**src/rtl/branch_stats_pkg.sv**
```systemverilog
// Shared constants, counter-pair type and saturating increment for the branch statistics block.
package branch_stats_pkg;

  localparam int unsigned DEF_NUM_CHANNELS = 5;
  localparam int unsigned DEF_CNT_WIDTH    = 16;
  localparam int unsigned DEF_WINDOW       = 256;

  typedef struct packed {
    logic [DEF_CNT_WIDTH-1:0] total;
    logic [DEF_CNT_WIDTH-1:0] correct;
  } stat_pair_t;

  // Callers narrow the result back to their own counter width.
  function automatic logic [31:0] sat_inc(input logic [31:0] val, input logic [31:0] max_val);
    return (val == max_val) ? val : val + 32'd1;
  endfunction

endpackage

```
**src/rtl/stat_pair_counter.sv**
```systemverilog
// Saturating total/correct counter pair; the pair freezes together once total is all-ones,
// which keeps correct <= total.
module stat_pair_counter
  import branch_stats_pkg::*;
#(
  parameter int unsigned CNT_WIDTH = DEF_CNT_WIDTH,
  parameter type         pair_t    = stat_pair_t
) (
  input  logic  Clk,
  input  logic  reset,
  input  logic  inc,
  input  logic  hit,
  input  logic  clear,
  output pair_t pair,
  output logic  sat_flag
);

  localparam logic [CNT_WIDTH-1:0] CntMax = '1;

  pair_t pair_q, pair_d;
  logic  frozen;

  assign frozen = (pair_q.total == CntMax);

  always_comb begin
    pair_d = pair_q;
    if (clear) begin
      pair_d = '0;
    end else if (inc && !frozen) begin
      pair_d.total   = CNT_WIDTH'(sat_inc(32'(pair_q.total), 32'(CntMax)));
      pair_d.correct = pair_q.correct + CNT_WIDTH'(hit);
    end
  end

  // High only on the edge that takes the pair into saturation.
  assign sat_flag = !frozen && (pair_d.total == CntMax);
  assign pair     = pair_q;

  always_ff @(posedge Clk or negedge reset) begin
    if (!reset) begin
      pair_q <= '0;
    end else begin
      pair_q <= pair_d;
    end
  end

endmodule

```
**src/rtl/branch_stats_multi.sv**
```systemverilog
// Aggregate and per-provider prediction statistics with window accuracy and a registered read
// port. Optional miss-streak tracking is enabled by defining BRANCH_STATS_STREAK_EN.
module branch_stats_multi
  import branch_stats_pkg::*;
#(
  parameter int unsigned NUM_CHANNELS = DEF_NUM_CHANNELS,
  parameter int unsigned CNT_WIDTH    = DEF_CNT_WIDTH,
  parameter int unsigned WINDOW       = DEF_WINDOW,
  parameter int unsigned CH_W         = $clog2(NUM_CHANNELS),
  parameter int unsigned WIN_W        = $clog2(WINDOW + 1)
) (
  input  logic                 Clk,
  input  logic                 reset,
  input  logic                 enable,
  input  logic                 BranchResult,
  input  logic [CH_W-1:0]      Provider,
  input  logic                 ClearReq,
  input  logic [CH_W-1:0]      RdChan,
  output logic [CNT_WIDTH-1:0] RdCorrect,
  output logic [CNT_WIDTH-1:0] RdTotal,
  output logic [CNT_WIDTH-1:0] CorrectlyPredicted,
  output logic [CNT_WIDTH-1:0] TotalBranches,
  output logic [WIN_W-1:0]     WindowCorrect,
  output logic                 WindowValid,
  output logic                 Saturated
`ifdef BRANCH_STATS_STREAK_EN
  ,
  output logic [CNT_WIDTH-1:0] MaxMissStreak
`endif
);

  typedef struct packed {
    logic [CNT_WIDTH-1:0] total;
    logic [CNT_WIDTH-1:0] correct;
  } pair_t;

  localparam logic [WIN_W-1:0] LastPos = WIN_W'(WINDOW - 1);

  pair_t                 agg_pair;
  pair_t                 ch_pair [NUM_CHANNELS];
  pair_t                 rd_sel;
  logic [NUM_CHANNELS:0] sat_flags;
  logic [WIN_W-1:0]      win_pos_q, win_acc_q;

  stat_pair_counter #(
    .CNT_WIDTH (CNT_WIDTH),
    .pair_t    (pair_t)
  ) u_agg (
    .Clk      (Clk),
    .reset    (reset),
    .inc      (enable),
    .hit      (BranchResult),
    .clear    (ClearReq),
    .pair     (agg_pair),
    .sat_flag (sat_flags[NUM_CHANNELS])
  );

  // Out-of-range providers match no channel, so only the aggregate counts them.
  for (genvar g = 0; g < NUM_CHANNELS; g++) begin : gen_ch
    stat_pair_counter #(
      .CNT_WIDTH (CNT_WIDTH),
      .pair_t    (pair_t)
    ) u_ch (
      .Clk      (Clk),
      .reset    (reset),
      .inc      (enable && (Provider == CH_W'(g))),
      .hit      (BranchResult),
      .clear    (ClearReq),
      .pair     (ch_pair[g]),
      .sat_flag (sat_flags[g])
    );
  end

  assign CorrectlyPredicted = agg_pair.correct;
  assign TotalBranches      = agg_pair.total;

  always_comb begin
    rd_sel = '0;
    for (int i = 0; i < NUM_CHANNELS; i++) begin
      if (RdChan == CH_W'(i)) rd_sel = ch_pair[i];
    end
  end

  always_ff @(posedge Clk or negedge reset) begin
    if (!reset) begin
      RdCorrect <= '0;
      RdTotal   <= '0;
    end else if (ClearReq) begin
      RdCorrect <= '0;
      RdTotal   <= '0;
    end else begin
      RdCorrect <= rd_sel.correct;
      RdTotal   <= rd_sel.total;
    end
  end

  always_ff @(posedge Clk or negedge reset) begin
    if (!reset) begin
      Saturated <= 1'b0;
    end else if (ClearReq) begin
      Saturated <= 1'b0;
    end else if (|sat_flags) begin
      Saturated <= 1'b1;
    end
  end

  always_ff @(posedge Clk or negedge reset) begin
    if (!reset) begin
      win_pos_q     <= '0;
      win_acc_q     <= '0;
      WindowCorrect <= '0;
      WindowValid   <= 1'b0;
    end else begin
      WindowValid <= 1'b0;
      if (ClearReq) begin
        win_pos_q     <= '0;
        win_acc_q     <= '0;
        WindowCorrect <= '0;
      end else if (enable) begin
        if (win_pos_q == LastPos) begin
          WindowCorrect <= win_acc_q + WIN_W'(BranchResult);
          WindowValid   <= 1'b1;
          win_pos_q     <= '0;
          win_acc_q     <= '0;
        end else begin
          win_pos_q <= win_pos_q + 1'b1;
          win_acc_q <= win_acc_q + WIN_W'(BranchResult);
        end
      end
    end
  end

`ifdef BRANCH_STATS_STREAK_EN
  localparam logic [CNT_WIDTH-1:0] CntMax = '1;

  logic [CNT_WIDTH-1:0] streak_q, streak_d, max_streak_q;

  always_comb begin
    streak_d = BranchResult ? '0 : CNT_WIDTH'(sat_inc(32'(streak_q), 32'(CntMax)));
  end

  always_ff @(posedge Clk or negedge reset) begin
    if (!reset) begin
      streak_q     <= '0;
      max_streak_q <= '0;
    end else if (ClearReq) begin
      streak_q     <= '0;
      max_streak_q <= '0;
    end else if (enable) begin
      streak_q <= streak_d;
      if (streak_d > max_streak_q) max_streak_q <= streak_d;
    end
  end

  assign MaxMissStreak = max_streak_q;
`endif

endmodule

```
**config.mk**
```make
export PLATFORM = sky130hd
export DESIGN_NAME = branch_stats_multi
export DESIGN_NICKNAME = d
export VERILOG_FILES = /design/src/rtl/branch_stats_pkg.sv /design/src/rtl/stat_pair_counter.sv /design/src/rtl/branch_stats_multi.sv
export SDC_FILE = /design/constraint.sdc
export NUM_CORES = 1
export LEC_CHECK = 0
export ABC_AREA = 1
export BUFFER_PORTS_ARGS = -buffer_cell sky130_fd_sc_hd__clkbuf_2
export CORE_MARGIN = 2
export CORE_UTILIZATION = 60
export CTS_BUF_LIST = sky130_fd_sc_hd__clkbuf_4 sky130_fd_sc_hd__clkbuf_8
export DETAILED_ROUTE_END_ITERATION = 7
export PLACE_DENSITY_LB_ADDON = 0.25
export SYNTH_ARGS = -nofsm -noshare
export SYNTH_HDL_FRONTEND = slang
export SYNTH_SLANG_ARGS = --single-unit
export TNS_END_PERCENT = 5
```
**constraint.sdc**
```tcl
create_clock -name Clk -period 2.6 [get_ports Clk]
set_input_delay 0.13 -clock Clk [delete_from_list [all_inputs] [get_ports Clk]]
set_output_delay 0.13 -clock Clk [all_outputs]
set_load 0.02 [all_outputs]
```
Yosys cells after proc, flatten, opt, wreduce, memory -nomap -nowiden:

Index checks and enable logic that the tools add are counted.

* $add $sub $neg: 14
* multiply operators: 0
* div/mod/pow operators: 0
* magnitude comparators: 0
* equality and inequality tests: 21
* shifts and indexed selects: 0
* multiplexer cells: 39
* bitwise operators: 0
* reduce and logical (&&, ||, !) cells: 36

Operator list (number)
* $mux W32: 17
* $eq A16 B16 Y1 const B: 12
* $mux W16: 8
* $add A16 B1 Y16: 6
* $add A16 B1 Y16 const B: 6
* $mux W9: 9
* $reduce_bool A2 Y1: 9
* $logic_and A1 B1 Y1: 17
* $eq A3 B2 Y1 const B: 4
* $add A9 B1 Y9: 1
* $add A9 B1 Y9 const B: 1
* $eq A9 B8 Y1 const B: 1
* $eq A3 B1 Y1 const B: 2
* $eq A3 B3 Y1 const B: 2
* $logic_not A1 Y1: 6
* $logic_not A3 Y1: 2
* $reduce_or A6 Y1: 1
* $mux W1: 5
* $reduce_and A2 Y1: 1

* flip-flop bits (word level): 253
* bits in latches: 0
* bits in writable memories: 0
* ROM bits: 0
* bits of input ports: 11
* logic and storage cells: 129
* memories: 0

Logic depth before layout (Yosys ltp):

* depth in word-level cells: 10
* gate-level depth with buffers: 17
* mapped depth without buffers: 17

By module:

A second synthesis with hierarchy kept.

* cells, all modules: 2450
* area, all modules: 16704.8 um2

Modules (own cells, without submodules)
* stat_pair_counter at gen_ch[1].u_ch ...: instances 3, cells each 309, area an instance 2105.8 um2, sequential area each 800.8 um2
* branch_stats_multi: instances 1, cells each 633, area an instance 4147.7 um2, sequential area each 1526.5 um2
* stat_pair_counter at gen_ch[4].u_ch ...: instances 2, cells each 298, area an instance 2060.7 um2, sequential area each 800.8 um2
* stat_pair_counter at gen_ch[0].u_ch: instances 1, cells each 294, area an instance 2118.3 um2, sequential area each 800.8 um2

Least setup slack after synthesis:

OpenSTA, ideal clock, no wires.

* path kind: reg2reg
* start point: register u_agg.pair_q (netlist bit u_agg.pair[16])
* end point: register u_agg.pair_q (netlist bit u_agg.pair[14])
* library setup time: 123 ps
* data arrival time: 2099 ps
* required time: 2477 ps
* slack: 378 ps
* stages on the path, launching flop included: 15
* period minus slack after synthesis: 2222 ps
* path through: dfrtp_1 -> ha_1 -> nand2_1 -> nor2_1 -> nand2_1 -> inv_1 -> nand2_4 -> nand2_2 -> nor3_2 -> and3_1 -> nand3_1 -> nor2_1 -> nand2_1 -> o21ai_0 -> a21oi_1

* longest elaborated chain between the ends: 4

Ends and longest elaborated chain
* start, declared: line stat_pair_counter.sv:20 `pair_t pair_q, pair_d;`
* start signal, assigned: line stat_pair_counter.sv:43 `pair_q <= pair_d;`
* $eq A16 B16 Y1: line stat_pair_counter.sv:23 `assign frozen = (pair_q.total == CntMax);`
* $logic_not A1 Y1: line stat_pair_counter.sv:29 `end else if (inc && !frozen) begin`
* $logic_and A1 B1 Y1: line stat_pair_counter.sv:29
* $reduce_bool A2 Y1 (no line)

Every way passes these cells.
A chain may end at the register's enable or synchronous reset.

Final worst setup path:

* start point: register gen_ch[1].u_ch.pair_q (netlist bit gen_ch[1].u_ch.pair[17])
* end point: register Saturated

* longest elaborated chain between the ends: 9
* elaborated cells on any way between the ends: 11
* those cells by class: add/sub: 1; eq/ne: 2; mux: 3; reduce/logical: 5

Ends and longest elaborated chain
* start, declared: line stat_pair_counter.sv:20
* start signal, assigned: line stat_pair_counter.sv:43
* parallel branches: the longest is 6 deep, another holds $add A16 B1 Y16
* $logic_and A1 B1 Y1 *: line stat_pair_counter.sv:36 `assign sat_flag = !frozen && (pair_d.total == CntMax);`
* $reduce_or A6 Y1 *: line branch_stats_multi.sv:102 `end else if (|sat_flags) begin`
* $reduce_bool A2 Y1 (no line) *
* end signal, assigned: line branch_stats_multi.sv:99 `Saturated <= 1'b0;`
* end signal, assigned: line branch_stats_multi.sv:101 `Saturated <= 1'b0;`
* end signal, assigned: line branch_stats_multi.sv:103 `Saturated <= 1'b1;`
* end, declared: line branch_stats_multi.sv:25 `output logic Saturated`

Mark *: on every way between the ends. The select of a mux whose other input is x is not followed.

==> results.ini <==
[route]
via_per_inst = 5.76
routedWlPerCell_microns = 16.2
ant_nets = 0
vias = 14800
post-route-drc-count = 0
drt_iter0_drc = 1346
wl_mm = 41.5
dr.pass1.iters = 5

[cells_and_area]
drive_above_1_share_pct = 12.9
layout.nets = 2242
mostFrequentLayoutCells = 497 x nand2_1, 266 x inv_1, 252 x dfrtp_1, 238 x nor2_1, 218 x nand3_1
final_common_cell = nand2_1
antenna_cells = 0
utilization_pct = 68.0
area_growth_pct = 12.5

[yosys]
synth_area_per_cell_sq_um = 7.19
yosysUniqueCellTypes = 51
yosysWarnings = 0
yosys.area.top_type = dfrtp_1
synth_seq_cells = 253
ys_seq_area_share_pct = 41.9
postSynthCellCount = 2098
syn-cell-area_sq_mm = 0.0151
synthTopCellsByArea = dfrtp_1 42%, nand2_1 12%, nand3_1 7.2%, inv_1 6.6%, nor2_1 6.0%
yosysTopAreaCellShare_pct = 41.9
synth_fp_nets = 2130

[critical_path]
worstPathMaxFanout = 8
r2r_slack_ps = 180
rr_startpoint = gen_ch[1].u_ch.pair[17]
cp.arrival_ps = 2900
cp_common_cell = nand2_1
cpLargestDelayFamily = simple AND/OR/NAND/NOR gates
worst_setup_path_start_kind = flop
r2r_end = Saturated
r2r.worst_path.cells = 15
critPathBufInv = 1
endpoint_kind = flop
path_class = reg2reg
required_ps = 3080
slowest_stage = dfrtp_1
startpoint = gen_ch[1].u_ch.pair[17]
max_stage_delay_ps = 350
crit_chain = ha_1 -> nand2_1 -> nor2_1 -> nand2_1 -> o21a_2 -> buf_4 -> nand3_1 -> nand3_1 -> nor2_1 -> nand2_1 -> nor2_1 -> nand2_1 -> nand2_1 -> nor2_1 -> a21oi_1

[sta]
finClkSkew_ps = 31.3
slew_headroom_pct = 53.6
slew_viol_final = 0
hold_viol_final = 0
rsz0062_at_grt = true
fmax_ghz = 0.413
setup_tns_ps = 0
setup_viol = 0
fin_crit_sh_pct = 93.1
worstMarginPinSlew_ps = 695
period_minus_slack_ps = 2420

[worst_hold_path]
whs_path_depth = 4
hp-start = RdChan[0]
holdPathEnd = RdTotal[1]
hold_path.class = in2reg

[global_routing]
overflow = 0
grt_pass1_wl_mm = 68.2
grt_start_max_net_pins = 81
grt_antenna_before_repair = 0
track_usage_pct = 31.9
grt_pass1_vias = 13800

[die]
fp.dieH_microns = 163
die-area_sq_mm = 0.0264
die_w_microns = 163
io-pin-count = 86
num_rows = 58
initial_utilization_pct = 60.5
coreArea_sq_mm = 0.0250

[power]
ir_drop_uv = 381
p_per_area_mw_per_mm2 = 488
leakagePower_uw = 0.00786

[run_status]
status = completed

[clocking]
htreeDepth = 2
numClockSinks = 253
clk_pin_slew_ps = 60
cts_buffers = 42
clock_path_buffers = 3
worst_skew_pair.late_latency_ps = 570
cts_root_buf = clkbuf_8
tritoncts = yes

[placement]
dp_hpwl_mm = 30.4
portBuffers = 85
place.gp.congestion = 0.983

[run]
cap_violations = 0

[Yosys cell counts, drive strengths merged]
master and count:
nor3 62, nand4 49, a22oi 7, a221oi 2
nand3b 1, a31o 1, a211oi 1, ha 21
a41oi 4, o31ai 16, o211ai 2, or4 1
nor3b 5, o22ai 8, nand2 514, a21oi 90
nor4 12, and2 2, nor2 269, inv 276
dfrtp 253, o21ai 131, clkbuf 40, o21bai 3
xnor2 15, a31oi 25, xor2 27, and3 6
nand3 221, o21a 3, or2 1, clkinv 3
buf 27
[worst reg2reg max path, cell delays in order, from the launching register on]
cell,delay (ps)
dfrtp_1,350
ha_1,200
nand2_1,60
nor2_1,220
nand2_1,160
o21a_2,310
buf_4,180
nand3_1,70
nand3_1,130
nor2_1,170
nand2_1,60
nor2_1,120
nand2_1,60
nand2_1,80
nor2_1,40
a21oi_1,110
[flip-flops by register name, indices dropped and copies added (netlist names)]
register	cells
Saturated	1
WindowCorrect	9
RdCorrect	16
WindowValid	1
win_pos_q	9
gen_ch.u_ch.pair	160
u_agg.pair	32
win_acc_q	9
RdTotal	16
[area by class of cell]
type                    count  area [sq um]
flip-flops and latches    253          6330
multi-input cells        1499          7470
fillers                  2145          7990
inverters                 279          1050
clock inverters             4          36.3
well taps                 330           413
clock buffers              65           807
repair buffers            135           868
[per-layer routing]
metal | part of all wire [%] | track usage [%] | wire (microns) | up-vias
met1 | 43 | 45.8 | 17900 | 6982
met5 | 0 | 0 | 0 | -
met2 | 45 | 49.3 | 18700 | 602
met3 | 8.6 | 5.32 | 3560 | 95
li1 | - | - | - | 7084
met4 | 3.1 | 10.9 | 1270 | 0
[power by group]
part | switching [uW] | internal (uW) | total, uW
Combinational | 448 | 171 | 619
Clock | 1630 | 1970 | 3610
Sequential | 57.0 | 3990 | 4050
[metrics by stage]
step / total power [uW] / hold WS, ps / cells / area (sq um) / setup slack (ps)
after floorplan: 4450 / -166 / 2098 / 15100 / 378
after global placement: 4710 / 156 / 2492 / 16000 / 239
after detailed placement: 4730 / 162 / 2492 / 16000 / 158
after CTS: 8310 / 84.5 / 2563 / 16900 / 133
after global routing: 8570 / 124 / 2565 / 17000 / -14.2
final: 8280 / 104 / 2565 / 17000 / 180
[cell families after synthesis]
logic type | share of synthesized area [%]
simple gates | 34.1
buf+inv | 9.04
compound gates | 10.7
flops | 41.9
xor+xnor | 2.44
fa+ha+maj | 1.74
[worst max path at each step]
stage / endpoint / slack (ps) / depth (start not counted)
after detailed placement: gen_ch[3].u_ch.pair[15] / 160 / 17
after global routing: Saturated / -10 / 17
after global placement: u_agg.pair[14] / 240 / 14
after CTS: gen_ch[3].u_ch.pair[15] / 130 / 17
after floorplan: u_agg.pair[14] / 380 / 14
final: Saturated / 180 / 15
[what timing repair did]
item | in CTS | in global routing
resized for setup | 0 | 15
hold buffers | 2 | 0
setup endpoints to repair | 0 | 14
setup buffers | 0 | 2
endpoints found under the hold margin | 83 | 0
Note: power is estimated with default switching activity, not from simulation.
